$ cat src/rtl/game_tick_pkg.sv
// Shared types for the game tick scheduler: control/arbiter states, level encoding
// and the tick period for each speed level.
package game_tick_pkg;

  localparam int unsigned NUM_REQ  = 4;
  localparam int unsigned IDX_W    = 2;
  localparam int unsigned LEVEL_W  = 2;
  localparam int unsigned PERIOD_W = 32;

  typedef enum logic [1:0] {
    CTRL_IDLE  = 2'd0,
    CTRL_RUN   = 2'd1,
    CTRL_PAUSE = 2'd2
  } ctrl_state_t;

  typedef enum logic {
    ARB_FREE = 1'b0,
    ARB_BUSY = 1'b1
  } arb_state_t;

  typedef enum logic [LEVEL_W-1:0] {
    LEVEL_SLOW   = 2'd0,
    LEVEL_NORMAL = 2'd1,
    LEVEL_FAST   = 2'd2,
    LEVEL_TURBO  = 2'd3
  } level_t;

  // Tick period in clock cycles; higher levels tick faster.
  function automatic logic [PERIOD_W-1:0] period_for_level(input level_t level,
                                                           input logic [PERIOD_W-1:0] freq);
    logic [PERIOD_W-1:0] period;
    case (level)
      LEVEL_SLOW:   period = freq << 2;
      LEVEL_NORMAL: period = freq << 1;
      LEVEL_FAST:   period = freq;
      LEVEL_TURBO:  period = freq >> 1;
      default:      period = freq << 2;
    endcase
    return period;
  endfunction

endpackage

$ cat src/rtl/game_tick_scheduler_tick_divider.sv
// Base-rate down-counter: reloads period-1 while loading or on expiry, counts in run,
// freezes otherwise; tick decodes counter==0 while running.
module tick_divider
  import game_tick_pkg::*;
#(
  parameter int unsigned CLOCK_FREQUENCY = 50000000
) (
  input  logic   ClockIn,
  input  logic   Reset,
  input  level_t level,
  input  logic   run,
  input  logic   load,
  output logic   tick
);

  localparam logic [PERIOD_W-1:0] FREQ        = PERIOD_W'(CLOCK_FREQUENCY);
  localparam logic [PERIOD_W-1:0] RESET_COUNT = period_for_level(LEVEL_SLOW, FREQ) - PERIOD_W'(1);

  logic [PERIOD_W-1:0] count_q;
  logic [PERIOD_W-1:0] count_d;
  logic [PERIOD_W-1:0] reload;

  assign reload = period_for_level(level, FREQ) - PERIOD_W'(1);

  always_comb begin
    count_d = count_q;
    if (load) begin
      count_d = reload;
    end else if (run) begin
      count_d = (count_q == '0) ? reload : count_q - PERIOD_W'(1);
    end
  end

  always_ff @(posedge ClockIn or posedge Reset) begin
    if (Reset) begin
      count_q <= RESET_COUNT;
    end else begin
      count_q <= count_d;
    end
  end

  assign tick = run && (count_q == '0);

endmodule

$ cat src/rtl/game_tick_scheduler.sv
// Game tick scheduler: IDLE/RUN/PAUSE control, base-rate tick, round-robin update grant.
// Optional automatic level ramp enabled by defining GAME_TICK_LEVEL_RAMP_EN.
module game_tick_scheduler
  import game_tick_pkg::*;
#(
  parameter int unsigned CLOCK_FREQUENCY = 50000000,
  parameter int unsigned TICKS_PER_LEVEL = 16
) (
  input  logic               ClockIn,
  input  logic               Reset,
  input  logic               Start,
  input  logic               Pause,
  input  logic               Stop,
  input  logic [LEVEL_W-1:0] SpeedSel,
  input  logic [NUM_REQ-1:0] Req,
  input  logic [NUM_REQ-1:0] Done,
  output logic [NUM_REQ-1:0] Grant,
  output logic               Tick,
  output logic [LEVEL_W-1:0] Level,
  output logic               Overrun,
  output logic [1:0]         RunState
);

  if (CLOCK_FREQUENCY < 2) begin : g_bad_freq
    $error("CLOCK_FREQUENCY must be at least 2");
  end
  if (TICKS_PER_LEVEL < 1) begin : g_bad_ramp
    $error("TICKS_PER_LEVEL must be at least 1");
  end

  ctrl_state_t        state_q, state_d;
  arb_state_t         arb_q, arb_d;
  logic [NUM_REQ-1:0] grant_q, grant_d;
  logic [IDX_W-1:0]   last_q, last_d;
  logic               overrun_q, overrun_d;
  level_t             level_q, level_d;
  level_t             divider_level;
  logic               tick;
  logic               start_run;
  logic               done_hit;
  logic               pick_found;
  logic [IDX_W-1:0]   pick_idx;

  // Control FSM; Stop wins over Start and Pause.
  always_comb begin
    state_d = state_q;
    if (Stop) begin
      state_d = CTRL_IDLE;
    end else begin
      case (state_q)
        CTRL_IDLE:  if (Start) state_d = CTRL_RUN;
        CTRL_RUN:   if (Pause) state_d = CTRL_PAUSE;
        CTRL_PAUSE: if (Pause) state_d = CTRL_RUN;
        default:    state_d = CTRL_IDLE;
      endcase
    end
  end

  always_ff @(posedge ClockIn or posedge Reset) begin
    if (Reset) begin
      state_q <= CTRL_IDLE;
    end else begin
      state_q <= state_d;
    end
  end

  assign start_run = (state_q == CTRL_IDLE) && (state_d == CTRL_RUN);

  tick_divider #(
    .CLOCK_FREQUENCY(CLOCK_FREQUENCY)
  ) u_tick_divider (
    .ClockIn (ClockIn),
    .Reset   (Reset),
    .level   (divider_level),
    .run     (state_q == CTRL_RUN),
    .load    (state_q == CTRL_IDLE),
    .tick    (tick)
  );

  // Round-robin search starting just after the last granted index.
  always_comb begin
    logic [IDX_W-1:0] cand;
    pick_found = 1'b0;
    pick_idx   = '0;
    for (int i = 1; i <= int'(NUM_REQ); i++) begin
      cand = IDX_W'(int'(last_q) + i);
      if (!pick_found && Req[cand]) begin
        pick_found = 1'b1;
        pick_idx   = cand;
      end
    end
  end

  assign done_hit = |(Done & grant_q);

  // Arbiter FSM; a Done on the granted index frees the slot in the same cycle as a Tick.
  always_comb begin
    arb_d     = arb_q;
    grant_d   = grant_q;
    last_d    = last_q;
    overrun_d = overrun_q;
    if (Stop) begin
      arb_d     = ARB_FREE;
      grant_d   = '0;
      overrun_d = 1'b0;
    end else begin
      if ((arb_q == ARB_BUSY) && done_hit) begin
        arb_d   = ARB_FREE;
        grant_d = '0;
      end
      if (tick) begin
        if ((arb_q == ARB_BUSY) && !done_hit) begin
          overrun_d = 1'b1;
        end else if (pick_found) begin
          arb_d   = ARB_BUSY;
          grant_d = NUM_REQ'(1) << pick_idx;
          last_d  = pick_idx;
        end
      end
    end
  end

  always_ff @(posedge ClockIn or posedge Reset) begin
    if (Reset) begin
      arb_q     <= ARB_FREE;
      grant_q   <= '0;
      last_q    <= IDX_W'(NUM_REQ - 1);
      overrun_q <= 1'b0;
    end else begin
      arb_q     <= arb_d;
      grant_q   <= grant_d;
      last_q    <= last_d;
      overrun_q <= overrun_d;
    end
  end

`ifdef GAME_TICK_LEVEL_RAMP_EN
  localparam int unsigned RAMP_W = (TICKS_PER_LEVEL > 1) ? $clog2(TICKS_PER_LEVEL) : 1;

  logic [RAMP_W-1:0] ramp_q, ramp_d;

  // Level ramp: restart at the slowest level on Start, step every TICKS_PER_LEVEL ticks.
  always_comb begin
    level_d = level_q;
    ramp_d  = ramp_q;
    if (Stop) begin
      ramp_d = '0;
    end else if (start_run) begin
      level_d = LEVEL_SLOW;
      ramp_d  = '0;
    end else if (tick) begin
      if (ramp_q == RAMP_W'(TICKS_PER_LEVEL - 1)) begin
        ramp_d = '0;
        if (level_q != LEVEL_TURBO) level_d = level_t'(level_q + 2'd1);
      end else begin
        ramp_d = ramp_q + RAMP_W'(1);
      end
    end
  end

  always_ff @(posedge ClockIn or posedge Reset) begin
    if (Reset) begin
      ramp_q <= '0;
    end else begin
      ramp_q <= ramp_d;
    end
  end

  // An idle counter preloads the slowest period, the level every run starts from.
  assign divider_level = (state_q == CTRL_IDLE) ? LEVEL_SLOW : level_q;
`else
  always_comb begin
    level_d = level_t'(SpeedSel);
  end

  assign divider_level = level_q;
`endif

  always_ff @(posedge ClockIn or posedge Reset) begin
    if (Reset) begin
      level_q <= LEVEL_SLOW;
    end else begin
      level_q <= level_d;
    end
  end

  assign Grant    = grant_q;
  assign Tick     = tick;
  assign Level    = level_q;
  assign Overrun  = overrun_q;
  assign RunState = state_q;

endmodule
$ cat config.mk
export PLATFORM = sky130hd
export DESIGN_NAME = game_tick_scheduler
export DESIGN_NICKNAME = d
export VERILOG_FILES = /design/src/rtl/game_tick_pkg.sv /design/src/rtl/game_tick_scheduler_tick_divider.sv /design/src/rtl/game_tick_scheduler.sv
export SDC_FILE = /design/constraint.sdc
export NUM_CORES = 1
export LEC_CHECK = 0
export CORE_UTILIZATION = 60
export DETAILED_ROUTE_END_ITERATION = 8
export GPL_TIMING_DRIVEN = 0
export HOLD_SLACK_MARGIN = 0.08
export PLACE_DENSITY = 0.93
export SYNTH_ARGS = -nofsm -noshare
export SYNTH_HDL_FRONTEND = slang
export SYNTH_HIERARCHICAL = 1
export SYNTH_SLANG_ARGS = --single-unit
$ cat constraint.sdc
create_clock -name ClockIn -period 6.75 [get_ports ClockIn]
set_input_delay 1.35 -clock ClockIn [delete_from_list [all_inputs] [get_ports ClockIn]]
set_output_delay 1.35 -clock ClockIn [all_outputs]
set_load 0.005 [all_outputs]
* Word level (Yosys, flattened, before mapping)
Index checks and enable logic that the tools add are counted.
Cells by class: reductions and logical operators 20, $add $sub $neg 6, muxes and demuxes 38, bitwise gates (word level) 3, shift-type cells 1, $lt $le $gt $ge 4, equal/unequal tests 8
Operator list (count):
- 32-bit one-hot mux with 4 select lines | 1
- 32-bit 2-to-1 mux | 3
- 32-bit by 1-bit subtractor with 32-bit output (second input constant) | 2
- 32-bit logical NOT | 1
- 4-bit 2-to-1 mux | 5
- 1-bit 2-to-1 mux | 16
- 2-bit 2-to-1 mux | 8
- 2-bit by 3-bit < comparator with 1-bit output (second input constant) | 4
- 3-bit inequality test (second input constant) | 3
- 1-bit binary-select mux with 2-bit select | 4
- 2-bit == test (second input constant) | 3
- 1-bit logical AND | 6
- 2-bit one-hot mux with 3 select lines | 1
- 2-bit nonzero test | 3
- 2-bit by 1-bit adder with 2-bit output (second input constant) | 2
- 2-bit adder (second input constant) | 2
- 4-bit AND | 1
- 2-bit by 1-bit == test with 1-bit output (second input constant) | 2
- 1-bit logical NOT | 4
- 2-bit logical NOT | 2
- 4-bit AND reduction | 1
- 4-bit OR reduction | 1
- 1-bit by 2-bit << shifter with 4-bit output (first input constant) | 1
- 3-bit AND reduction | 1
- 2 further kinds | 3
Storage, ports and cells: output and inout bits 10, flip-flop bits (word level) 44, input port bits 15, word-level logic and storage cells 87

* Longest topological paths before layout
Gate-level depths: netlist of the first run.
depth after elaboration 18, mapped depth 10, gate-level depth less buffers 10

* Cells and area by module
Netlist of the first run, hierarchy kept.
By module, submodules not included:
- tick_divider | times used 1, cells each 221, area an instance 2073.2 sq um
- game_tick_scheduler | times used 1, cells each 74, area an instance 665.6 sq um

* Worst setup path before layout of the first run
No wires, ideal clock.
path kind reg-to-output, start point reg state_q[1], in the netlist RunState[1], end point out Tick, data arrival time 1.789 ns, stages on the path, launching flop included 6, setup slack 3.611 ns, data required time 5.400 ns, cells stage by stage dfrtp_1 nor2b_1 buf_6 nor4bb_1 nand4_1 nor3_1
Between the ends: word-level cells in the longest chain between the ends 2
Ends and longest elaborated chain:
- from (decl) | line game_tick_scheduler.sv:31 | ctrl_state_t state_q, state_d;
- from (signal assigned) | line game_tick_scheduler.sv:63 | state_q <= state_d;
- 2-bit by 1-bit == test with 1-bit output | line game_tick_scheduler.sv:75 | .run (state_q == CTRL_RUN),
- 1-bit logical AND | line game_tick_scheduler_tick_divider.sv:42 | assign tick = run && (count_q == '0);
- to (decl) | line game_tick_scheduler.sv:18 | output logic Tick,
Every way passes these cells.

* Final worst setup path of the first run
Ends and elaborated chain as after synthesis.

==> out/summary.txt, run 1 <==
Status -> complete, no violations
Setup TNS -> 0 ps
GPL Wtd Cong -> 0.895
I/O pin total -> 25
Post-CTS resize count -> 0
Endpoints failing hold -> 0
Die W -> 69.6 um
Hold depth -> 2
Distinct cell type count after synthesis -> 69
Initial antenna violation count -> 0
Setup bufs post-CTS -> 0
Clk network pwr share -> 0.284
Most common cell after layout, fill and taps aside -> nor2_1
Yosys Warn Count -> 6
Clock sinks -> 44
Slew margin rel. -> 0.417
Area of the mapped netlist -> 2740 um2
Layout Skew -> 7.48 ps
Most frequent cells in the layout -> 33 x nor2_1, 23 x clkdlybuf4s50_1, 22 x dfrtp_1, 22 x nand2_1, 22 x dfstp_2
GRT Overall Usage -> 0.316
Clock slew at reported path FFs -> 90 ps
Via count -> 2569
Number of global-route vias before repair -> 2521
# setup viols final -> 0
CTS Hold Buffers Added -> 0
Final Net Count -> 344
Sequential cell area -> 1130 um2
Net Sw Frac -> 0.310
Peak supply drop -> 160 uV
Max Clock Freq -> 211 MHz
H-tree Lvls -> 2
RSZ-0062 raised after global routing -> false
Post-synthesis sequential area ratio -> 0.412
Die ar. -> 4840 um2
Synth-to-Final Area Change -> 15.2%
Pre-antenna DRT Iters -> 5
Cells after Synth -> 295
RR Startpoint -> RunState[1]
First-pass GRT wire length -> 11900 um
WHS Endpoint -> last_q[0]
Least-Margin Pin Slew -> 867 ps
Kind of critical path -> reg -> out
PortBufs -> 23
Final hold slack -> 500 ps
ANT cells -> 0
Hpwl dp -> 5140 um
Synth Flop Type -> dfstp_2
Average cell area after synthesis -> 9.28 um2
Largest net degree at the start of global routing -> 33
R2r setup slk -> 2960 ps
Pint -> 430 uW
Power density cells -> 197 nW/um2
Crit path launch type -> flip-flop
Via density -> 6.78
Min cycle time layout -> 4750 ps
DRT Wirelength -> 7290 um
Initial DRC count -> 292
FF+latch count, synth -> 44
Setup crit end kind -> output port
Crit path DAT -> 3400 ps
Total Power -> 623 uW
Crit share post-route -> 0.703
CTS tree -> done
Reg2Reg Depth -> 10
GR Overflow Total -> 0
CP Data Required Time -> 5400 ps
Async set-reset flop share out of synthesis -> 1.00
Mapped Nets -> 313
Footprint of the multi-input gates -> 1500 um2
RR Endpoint -> Grant[1]
CTS root buf -> clkbuf_8
Largest buffer count on any clock path -> 2
Sw power -> 193 uW
Pins Over Slew Limit -> 0
Worst skew pair latency -> 310 ps
Layout fillers -> 304
Layout cells sized above 1 -> 0.180
DRC -> 0
LEAKAGE -> 1.18 nW
Max-cap violation count -> 0
Post-synth EDFFs -> 0
CP max FO -> 9
Logic pwr share -> 0.202
Hold WC Path Type -> reg -> reg
Core footprint -> 4380 um2
Starting Density -> 0.625
DR WL/cell -> 19.2 um
Hold path start -> last_q[0]
Sequential power share -> 0.515
Die Ht -> 69.6 um
Std-Cell Rows -> 24
Routed Antenna Nets -> 0
CTS Buf Count -> 5
## worst max-delay path, stage by stage (launching register included)
cell	delay [ps]
dfrtp_1	460
nor2b_1	180
buf_6	160
nor4bb_1	410
nand4_1	420
nor3_1	800
clkdlybuf4s50_1	650
## cells by family (layout without fill, tap and decap cells)
group,Yosys count,count (layout),synth area share
XOR/XNOR,18,18,0.0576
adder cells (fa/ha/maj),3,3,0.0137
multiplexers,3,3,0.0114
AND/OR/NAND/NOR,140,140,0.291
buffers and inverters,21,53,0.0407
AO/OA/AOI/OAI,66,66,0.173
flip-flops,44,44,0.412
## worst max path at each step
stage | startpoint | end
global placement | RunState[1] | Tick
floorplan | RunState[1] | Tick
CTS | RunState[0] | Tick
global route | RunState[0] | Tick
finish | RunState[1] | Tick
detailed placement | RunState[0] | Tick
## routing by layer
metal,vias up,part of all wire,GRT usage
met2,160,0.47,0.494
met1,1224,0.41,0.409
li1,1159,-,-
met4,0,0.032,0.161
met3,26,0.092,0.0756
met5,-,0,0
## stage by stage
| stage | utilization | instances | instance area (um2) | setup WS, ps |
|---|---|---|---|---|
| 6_report | 0.720 | 379 | 3160 | 2000 |
| 5_1_grt | 0.720 | 379 | 3160 | 1800 |
| 4_1_cts | 0.713 | 378 | 3130 | 2100 |
| 3_5_place_dp | 0.692 | 370 | 3030 | 2460 |
| 3_3_place_gp | 0.692 | 370 | 3030 | 2670 |
| 2_1_floorplan | - | 295 | 2740 | 3610 |
## cell usage after synthesis, drive strengths merged, types with 2 or more instances
library cell,number,share of area
nor2,33,0.045
dfrtp,22,0.20
dfstp,22,0.21
nand2,22,0.030
a21oi,20,0.037
nor3,16,0.031
nor4,14,0.039
xnor2,14,0.045
o21ai,12,0.025
inv,11,0.015
nand4,11,0.025
nand3,8,0.019
clkbuf,7,0.017
or3,6,0.018
and4,4,0.013
nor2b,4,0.010
or4,4,0.014
xor2,4,0.013
a22oi,3,0.0082
and3,3,0.0073
buf,3,0.0087
ha,3,0.014
nor3b,3,0.0082
o22ai,3,0.0069
o2bb2ai,3,0.0096
or2,3,0.0069
a21o,2,0.0059
a2bb2oi,2,0.0087
a311oi,2,0.0064
a31oi,2,0.0046
and2,2,0.0055
mux2i,2,0.0073
nand2b,2,0.0046
o21a,2,0.0055
o22a,2,0.0064
o31ai,2,0.011
## power by group through the flow
stage	combinational, mW	sequential, mW	clock [mW]
floorplan	0.0852	0.316	0
global placement	0.114	0.321	0
detailed placement	0.119	0.323	0
CTS	0.120	0.319	0.179
global route	0.136	0.322	0.188
finish	0.126	0.321	0.177
## cell type report
type | instances | area share
Multi-Input combinational cell | 230 | 0.475
Inverter | 11 | 0.0131
Timing Repair Buffer | 24 | 0.0817
Clock inverter | 1 | 0.00238
Clock buffer | 7 | 0.0274
Buffer | 10 | 0.0222
Sequential cell | 44 | 0.358
Tap cell | 52 | 0.0206
## flip-flops by register name, indices dropped and copies added (netlist names)
name	count
u_tick_divider/count_q	32
Grant	4
Level	2
RunState	2
last_q	2
Overrun	1
arb_q	1
Power figures use the tool's default switching activity.
==> run 2: changes to the inputs <==
--- a/config.mk
+++ b/config.mk
@@ -5,11 +5,11 @@
 export SDC_FILE = /design/constraint.sdc
 export NUM_CORES = 1
 export LEC_CHECK = 0
-export CORE_UTILIZATION = 60
+export CORE_UTILIZATION = 58
 export DETAILED_ROUTE_END_ITERATION = 8
 export GPL_TIMING_DRIVEN = 0
 export HOLD_SLACK_MARGIN = 0.08
-export PLACE_DENSITY = 0.93
+export PLACE_DENSITY = 0.9
 export SYNTH_ARGS = -nofsm -noshare
 export SYNTH_HDL_FRONTEND = slang
 export SYNTH_HIERARCHICAL = 1
==> constraint.sdc (replaced) <==
create_clock -name ClockIn -period 4.42 [get_ports ClockIn]
set_input_delay 0.884 -clock ClockIn [delete_from_list [all_inputs] [get_ports ClockIn]]
set_output_delay 0.884 -clock ClockIn [all_outputs]
set_load 0.005 [all_outputs]
==> out/summary.txt, run 2 (synthesis gave the netlist of run 1 again) <==
Status -> finished, violations left
Failing checks -> design-rule violations
Post-placement cell area -> 3030 um2 (unchanged)
Power density cells -> 316 nW/um2 (+60%)
LEAKAGE -> 1.20 nW (+1.7%)
Final Instance Area -> 3180 um2 (+0.87%)
Total Power -> 1.01 mW (+62%)
Setup TNS -> 0 ps (unchanged)
R2r setup slk -> 610 ps (-2350 ps)
Most common cell after layout, fill and taps aside -> nor2_1
DP Cell Count -> 370 (unchanged)
CTS Buf Count -> 5 (unchanged)
Std-Cell Rows -> 24 (unchanged)
DRT Wirelength -> 7150 um (-1.9%)
I/O pin total -> 25 (unchanged)
Peak supply drop -> 249 uV (+56%)
Pre-antenna DRT Iters -> 6 (+1)
Setup crit end kind -> output port
PortBufs -> 23 (unchanged)
CP Data Required Time -> 3540 ps (-1860 ps)
CTS tree -> done
Min cycle time layout -> 4260 ps
Crit path DAT -> 3380 ps (-20 ps)
Footprint of the multi-input gates -> 1500 um2 (unchanged)
Crit path launch type -> flip-flop
RR Endpoint -> Grant[3]
GR Overflow Total -> 0 (unchanged)
Initial DRC count -> 277 (-5.1%)
Reg2Reg Depth -> 10 (unchanged)
Number of flip-flops in the largest register -> 32 (unchanged)
Critical Path End -> Tick
Die Ht -> 70.7 um (+1.7%)
Least-Margin Pin Slew -> 742 ps (-126 ps)
Synth-to-Final Area Change -> 16.2%
DRC -> 2 (+2)
Max-cap violation count -> 0 (unchanged)
Hold WC Path Type -> reg -> reg
DR WL/cell -> 18.9 um (-1.9%)
Layout Skew -> 9.75 ps (+2.27 ps)
H-tree Lvls -> 2 (unchanged)
Slew margin rel. -> 0.502 (+0.0844)
CTS Hold Buffers Added -> 0 (unchanged)
RSZ-0062 raised after global routing -> false
Layout fillers -> 330 (+8.6%)
Crit path launch -> RunState[1]
Die ar. -> 5000 um2 (+3.3%)
GRT Overall Usage -> 0.304 (-0.0119)
Endpoints failing hold -> 0 (unchanged)
ANT cells -> 0 (unchanged)
Setup bufs post-CTS -> 0 (unchanged)
Pins Over Slew Limit -> 0 (unchanged)
Post-CTS resize count -> 0 (unchanged)
Kind of critical path -> reg -> out
CTS root buf -> clkbuf_8
Max Clock Freq -> 235 MHz
First-pass GRT wire length -> 11900 um (+0.24%)
Via density -> 6.72 (-0.93%)
Largest register by flop count -> u_tick_divider/count_q
Largest buffer count on any clock path -> 2 (unchanged)
CP max FO -> 9 (unchanged)
Clock slew at reported path FFs -> 90 ps (about the same)
Largest net degree at the start of global routing -> 33 (unchanged)
Die W -> 70.7 um (+1.7%)
Crit share post-route -> 0.964
Worst skew pair latency -> 300 ps (about the same)
Final std cells w/o fill -> 379 (unchanged)
Clock sinks -> 44 (unchanged)
Core footprint -> 4440 um2 (+1.4%)
Sequential cell area -> 1130 um2 (unchanged)
Initial antenna violation count -> 0 (unchanged)
RR Startpoint -> RunState[1]
Hpwl dp -> 4940 um (-3.9%)
Hold path start -> u_tick_divider/count_q[23]
GPL Wtd Cong -> 0.910 (+1.8%)
Final Net Count -> 344 (unchanged)
Layout cells sized above 1 -> 0.183 (+0.00306)
Routed Antenna Nets -> 0 (unchanged)
Number of global-route vias before repair -> 2576 (+2.2%)
Via count -> 2545 (-0.93%)
Most frequent cells in the layout -> 33 x nor2_1, 23 x clkdlybuf4s50_1, 22 x dfrtp_1, 22 x nand2_1, 22 x dfstp_2
Starting Density -> 0.616 (-0.00844)
# setup viols final -> 0 (unchanged)
==> run 2: stage by stage <==
| stage | util | worst slack (ps) | hold WS, ps |
|---|---|---|---|
| 3_5_place_dp | 0.683 | 599 | 487 |
| 2_1_floorplan | - | 1590 | 472 |
| 5_1_grt | 0.716 | 20.9 | 517 |
| 4_1_cts | 0.710 | 213 | 509 |
| 6_report | 0.716 | 160 | 512 |
| 3_3_place_gp | 0.683 | 660 | 484 |
==> run 2: worst min path at each step <==
stage	to	depth (start not counted)
2_1_floorplan	u_tick_divider/count_q[6]	2
3_3_place_gp	u_tick_divider/count_q[6]	2
3_5_place_dp	last_q[0]	2
4_1_cts	u_tick_divider/count_q[23]	2
5_1_grt	u_tick_divider/count_q[23]	2
6_report	u_tick_divider/count_q[23]	2
==> run 2: cell type report <==
cell class,instances,area share
multi-input combinational,230,0.471
sequential,44,0.355
timing repair buffer,24,0.0810
clock buffer,6,0.0259
buffer,10,0.0220
tap,52,0.0204
inverter,11,0.0130
clock inverter,2,0.0122
==> run 2: power breakdown <==
group | internal [mW] | leakage (nW) | switching (mW) | total [mW]
logic | 0.0824 | 0.628 | 0.109 | 0.191
registers | 0.447 | 0.515 | 0.0412 | 0.488
clock network | 0.185 | 0.0614 | 0.143 | 0.328
==> run 2: worst max-delay path, stage by stage (launching register included) <==
cell	delay, ps
dfrtp_1	450
nor2b_1	160
buf_6	150
nor4bb_1	480
nand4_1	470
nor3_1	720
clkdlybuf4s50_1	640
==> run 2: routing by layer <==
metal,wire length [um],vias up,global-route usage
met5,0,-,0
met4,223,0,0.140
met3,672,30,0.0641
met2,3360,157,0.484
met1,2890,1203,0.401
li1,-,1155,-
